## src/rtl/alu_scheduler.sv

```systemverilog
// Two-requester round-robin scheduler that drives an external ALU and returns results.
// Optional EXEC timeout abort is enabled by defining ALU_SCHED_TIMEOUT_EN.
module alu_scheduler #(
  parameter int unsigned TIMEOUT_CYCLES = 64
) (
  input  logic        clk,
  input  logic        rst_n,
  input  logic [1:0]  req_valid,
  input  logic [31:0] req0_first,
  input  logic [31:0] req0_second,
  input  logic [1:0]  req0_op,
  input  logic [31:0] req1_first,
  input  logic [31:0] req1_second,
  input  logic [1:0]  req1_op,
  output logic [1:0]  req_ready,
  output logic [1:0]  resp_valid,
  input  logic [1:0]  resp_ready,
  output logic [31:0] resp_result,
  output logic        resp_zero,
  output logic        resp_error,
  output logic [31:0] alu_input_first,
  output logic [31:0] alu_input_second,
  output logic [1:0]  alu_op,
  input  logic [31:0] alu_result,
  input  logic        alu_zero,
  input  logic        alu_op_done
);

  localparam logic [1:0] OpSub = 2'b01;
  localparam logic [1:0] OpMul = 2'b10;
  localparam logic [1:0] OpNop = 2'b11;

`ifdef ALU_SCHED_TIMEOUT_EN
  localparam int unsigned CntW = $clog2(TIMEOUT_CYCLES) + 1;
`else
  // Only "past the first EXEC cycle" is needed, so a single saturating bit suffices.
  localparam int unsigned CntW = 1;
  logic unused_timeout_cycles;
  assign unused_timeout_cycles = ^TIMEOUT_CYCLES;
`endif

  typedef enum logic [1:0] {StIdle, StExec, StResp} state_e;

  state_e          state_q, state_d;
  logic            rr_q, rr_d;
  logic            owner_q, owner_d;
  logic [1:0]      op_q, op_d;
  logic [31:0]     first_q, first_d;
  logic [31:0]     second_q, second_d;
  logic [CntW-1:0] cnt_q, cnt_d;
  logic [31:0]     result_q, result_d;
  logic            zero_q, zero_d;
`ifdef ALU_SCHED_TIMEOUT_EN
  logic            error_q, error_d;
`endif

  logic [1:0] grant;
  logic       done_now;

  always_ff @(posedge clk or negedge rst_n) begin
    if (!rst_n) begin
      state_q  <= StIdle;
      rr_q     <= 1'b0;
      owner_q  <= 1'b0;
      op_q     <= OpNop;
      first_q  <= '0;
      second_q <= '0;
      cnt_q    <= '0;
      result_q <= '0;
      zero_q   <= 1'b0;
`ifdef ALU_SCHED_TIMEOUT_EN
      error_q  <= 1'b0;
`endif
    end else begin
      state_q  <= state_d;
      rr_q     <= rr_d;
      owner_q  <= owner_d;
      op_q     <= op_d;
      first_q  <= first_d;
      second_q <= second_d;
      cnt_q    <= cnt_d;
      result_q <= result_d;
      zero_q   <= zero_d;
`ifdef ALU_SCHED_TIMEOUT_EN
      error_q  <= error_d;
`endif
    end
  end

  // rr_q set means requester 1 wins a tie.
  always_comb begin
    grant = 2'b00;
    if (state_q == StIdle) begin
      unique case (req_valid)
        2'b01:   grant = 2'b01;
        2'b10:   grant = 2'b10;
        2'b11:   grant = rr_q ? 2'b10 : 2'b01;
        default: grant = 2'b00;
      endcase
    end
  end

  assign done_now = (op_q == OpMul) ? ((cnt_q != '0) && alu_op_done) : (cnt_q != '0);

  always_comb begin
    state_d  = state_q;
    rr_d     = rr_q;
    owner_d  = owner_q;
    op_d     = op_q;
    first_d  = first_q;
    second_d = second_q;
    cnt_d    = cnt_q;
    result_d = result_q;
    zero_d   = zero_q;
`ifdef ALU_SCHED_TIMEOUT_EN
    error_d  = error_q;
`endif
    unique case (state_q)
      StIdle: begin
        cnt_d = '0;
        if (grant != 2'b00) begin
          owner_d  = grant[1];
          rr_d     = ~grant[1];
          op_d     = grant[1] ? req1_op : req0_op;
          first_d  = grant[1] ? req1_first : req0_first;
          second_d = grant[1] ? req1_second : req0_second;
          if (op_d == OpNop) begin
            state_d  = StResp;
            result_d = '0;
            zero_d   = 1'b1;
`ifdef ALU_SCHED_TIMEOUT_EN
            error_d  = 1'b0;
`endif
          end else begin
            state_d = StExec;
          end
        end
      end
      StExec: begin
`ifdef ALU_SCHED_TIMEOUT_EN
        cnt_d = cnt_q + 1'b1;
`else
        cnt_d = 1'b1;
`endif
        if (done_now) begin
          state_d  = StResp;
          result_d = alu_result;
          zero_d   = (op_q == OpMul) ? (alu_result == '0) : alu_zero;
`ifdef ALU_SCHED_TIMEOUT_EN
          error_d  = 1'b0;
        end else if (cnt_q == CntW'(TIMEOUT_CYCLES - 1)) begin
          state_d  = StResp;
          result_d = '0;
          zero_d   = 1'b0;
          error_d  = 1'b1;
`endif
        end
      end
      StResp: begin
        if (resp_ready[owner_q]) begin
          state_d = StIdle;
        end
      end
      default: state_d = StIdle;
    endcase
  end

  always_comb begin
    req_ready        = grant;
    resp_valid       = 2'b00;
    resp_result      = '0;
    resp_zero        = 1'b0;
    resp_error       = 1'b0;
    alu_op           = OpNop;
    alu_input_first  = '0;
    alu_input_second = '0;
    if (state_q == StResp) begin
      resp_valid  = owner_q ? 2'b10 : 2'b01;
      resp_result = result_q;
      resp_zero   = zero_q;
`ifdef ALU_SCHED_TIMEOUT_EN
      resp_error  = error_q;
`endif
    end
    if (state_q == StExec) begin
      alu_op           = op_q;
      alu_input_first  = first_q;
      alu_input_second = (op_q == OpSub) ? (~second_q + 32'd1) : second_q;
    end
  end

endmodule

```

## config.mk

```make
export PLATFORM = sky130hd
export DESIGN_NAME = alu_scheduler
export DESIGN_NICKNAME = d
export VERILOG_FILES = /design/src/rtl/alu_scheduler.sv
export SDC_FILE = /design/constraint.sdc
export NUM_CORES = 1
export LEC_CHECK = 0
export ABC_AREA = 1
export BUFFER_PORTS_ARGS = -buffer_cell sky130_fd_sc_hd__buf_2
export CORE_AREA = 2 2 113 115
export CTS_CLUSTER_SIZE = 8
export DETAILED_ROUTE_END_ITERATION = 10
export DIE_AREA = 0 0 115 117
export PLACE_DENSITY = 0.95
export REMOVE_ABC_BUFFERS = 1
export SLEW_MARGIN = 20
export SYNTH_ARGS = -nofsm -noshare
export SYNTH_HDL_FRONTEND = slang
export SYNTH_SLANG_ARGS = --single-unit
export TNS_END_PERCENT = 20
```

## constraint.sdc

```tcl
create_clock -name clk -period 2.47 [get_ports clk]
set_input_delay 0.1235 -clock clk [delete_from_list [all_inputs] [get_ports clk]]
set_output_delay 0.1235 -clock clk [all_outputs]
set_load 0.005 [all_outputs]
```

==> impl_metrics.tcl <==
set metrics [dict create \
    ioPinCount 276 \
    drc 0 \
    setup_viol 0 \
    clock_path_buffers 2 \
    min_period_ns 2.332 \
    period_share_pct 94.42 \
    hp-class "in -> reg" \
    synth_area_sq_um 6221 \
    cp-end-kind "output pin" \
    ys_types 26 \
    grt_max_degree 77 \
    setup_slack_ns 0.1377 \
    min-delay-start "req0_first[21]" \
    p_leak_nw 4.607 \
    syn-mean-instance-area_sq_um 6.935 \
    rsz0062_at_grt "yes" \
    reg2reg_slack_ns 0.38 \
    fmax_ghz 0.4288 \
    grt_remaining_overflow 0 \
    crit_required_ns 2.35 \
    first_global_vias 6079 \
    vias_per_cell 5.072 \
    routed_wl_microns 18620 \
    rr_startpoint "op_q[0]" \
    ff2ff_path_depth 9 \
    hold_depth 3 \
    clk_pin_slew_ns 0.08 \
    place_ws_ns 0.4258 \
    die_h_microns 117 \
    post_cts_buffers 0 \
    final_cell_mix "buf_2 (273), nand2_1 (213), nor2_1 (144), inv_1 (141), dfrtp_1 (102)" \
    fin_area_sq_um 8079 \
    yosysWarnings 0 \
    fp.dieW_microns 115 \
    dp.cells 1289 \
    regArea_sq_um 2605 \
    rows 41 \
    die_area_sq_um 13460 \
    clock-skew-final_ns 0.01176 \
    synth_top_area_share_pct 41.03 \
    gp_congestion 0.8999 \
    drt-wirelength-per-cell_microns 14.15 \
    grt_usage_pct 26.90 \
    worstSetupPathType "reg -> out" \
    synth-seq-cells 104 \
    post_dp_cell_area_sq_um 7685 \
    fillers 1081 \
    dpl.hpwl_microns 13730 \
    synthTopCellsByArea "dfrtp_1 (41%), nand2_1 (13%), nor2_1 (8.7%)" \
    cp_max_fo 29 \
    worst_slew_pin_slew_ns 0.7012 \
    htreeDepth 3 \
    irDropWorstVdd_mv 0.6349 \
    ys_seq_area_share_pct 41.87 \
    port_buffers 274 \
    insertion_delay_ns 0.35 \
    final_common_cell "buf_2" \
    multi_input_area_sq_um 2885 \
    tritoncts "built" \
    relSlewSlack_pct 53.26 \
    grt_pass1_wl_microns 28520 \
    clock_sinks 104 \
    r2r-end "result_q[11]" \
    min_to "first_q[21]" \
    worstSetupStartpointType "flip-flop" \
    finalNonFillerCells 1316 \
    fin_tns_setup_ns 0 \
    p_per_area_nw_per_um2 1130 \
    antenna_left 0 \
    layout-drive-gt1-share_pct 26.87 \
    firstDrtPassIters 5 \
    antenna_found_initial 1 \
    timing.hold.ws_ns 0.007232 \
    status "finished clean" \
    final_nets 1333 \
    maxCapViolCount 0 \
    first_iter_violations 369 \
    num_vias 6675 \
    core_sq_um 12310 \
    syn_inst 897 \
    hold_violations 0 \
    numCtsBuffers 9 \
    arrival_ns 2.21 \
    start_util_pct 50.53 \
    cts_root_buf "clkbuf_16" \
    yosysTopAreaCell "dfrtp_1" \
    final_max_slew_viol_count 0 \
    area_growth_pct 29.87 \
]
-- flip-flops by register name (all words and copies together), names as in the netlist --
register and cells:
owner_q 1, first_q 32, op_q 2, result_q 32
second_q 32, zero_q 1, rr_q 1, state_q 2
cnt_q 1
-- cells in the mapped netlist --
cell type,n
nand2_1,215
nor2_1,145
inv_1,142
dfrtp_1,102
o21ai_0,58
o21ai_1,46
mux2i_1,38
o211ai_1,25
nand3_1,24
a21oi_1,23
buf_2,21
clkbuf_1,15
nand4_1,13
nor3_1,9
buf_4,4
buf_1,3
nor2_2,3
dfstp_2,2
inv_2,2
and2_1,1
conb_1,1
ha_1,1
nand2_2,1
nand3_2,1
o21a_1,1
or2_1,1
-- report_power, final --
part           total, mW  leakage, nW  switching (mW)  internal (mW)
registers           3.04         1.30           0.548           2.49
clock network       1.39        0.138           0.677          0.708
logic               4.71         3.17            3.00           1.70
total               9.13         4.61            4.23           4.90
-- worst max-delay path by stage --
stage                           endpoint  slack [ns]  cells after the start       start
finish              alu_input_second[12]        0.14                      8     op_q[0]
CTS                 alu_input_second[12]        0.06                      8     op_q[0]
floorplan                    first_q[15]       -1.38                      7        rr_q
global placement    alu_input_second[12]        0.47                      8     op_q[0]
global route        alu_input_second[12]       -0.06                      7     op_q[0]
detailed placement          second_q[31]        0.43                      8  state_q[0]
-- kinds of logic after synthesis --
logic type	synth area share (%)
AOI/OAI and AO/OA	13.35
adders and majority gates	0.2011
buffers and inverters	11.95
DFF	41.87
muxes	6.114
other	0.06028
and+or+nand+nor	26.45
-- routing by layer --
metal	GRT usage, %	wire (microns)
met1	33.13	7767
met4	6.506	245
met2	48.27	9262
met5	0	0
met3	6.025	1348
-- worst max-delay path, cell delays in order, from the launching register on --
cell and delay [ns]:
dfstp_2 0.52, inv_1 0.07, nor2_2 0.20, buf_6 0.26, o21ai_1 0.14, o21ai_0 0.12
o21ai_0 0.11, a21oi_1 0.25, buf_2 0.17
-- final cells by class --
class,count,share of cell area (%)
Tap cell,150,2.323
Timing Repair Buffer,295,19.47
Inverter,144,6.690
Clock inverter,6,0.6969
Clock buffer,10,2.834
Antenna cell,1,0.03097
Multi-Input combinational cell,606,35.71
Sequential cell,104,32.24
-- through the flow --
stage	util, %	total power, mW
5_1_grt	65.60	9.936
3_3_place_gp	62.42	7.485
4_1_cts	65.55	9.132
2_1_floorplan	-	5.975
6_report	65.62	9.130
3_5_place_dp	62.42	7.671
-- what timing repair did --
| action | in CTS | in global routing |
|---|---|---|
| hold buffers | 10 | 0 |
| gates resized for setup | 0 | 4 |
| hold endpoints to repair | 31 | 0 |
| setup endpoints to repair | 0 | 7 |
Note: power is estimated with default switching activity, not from simulation.
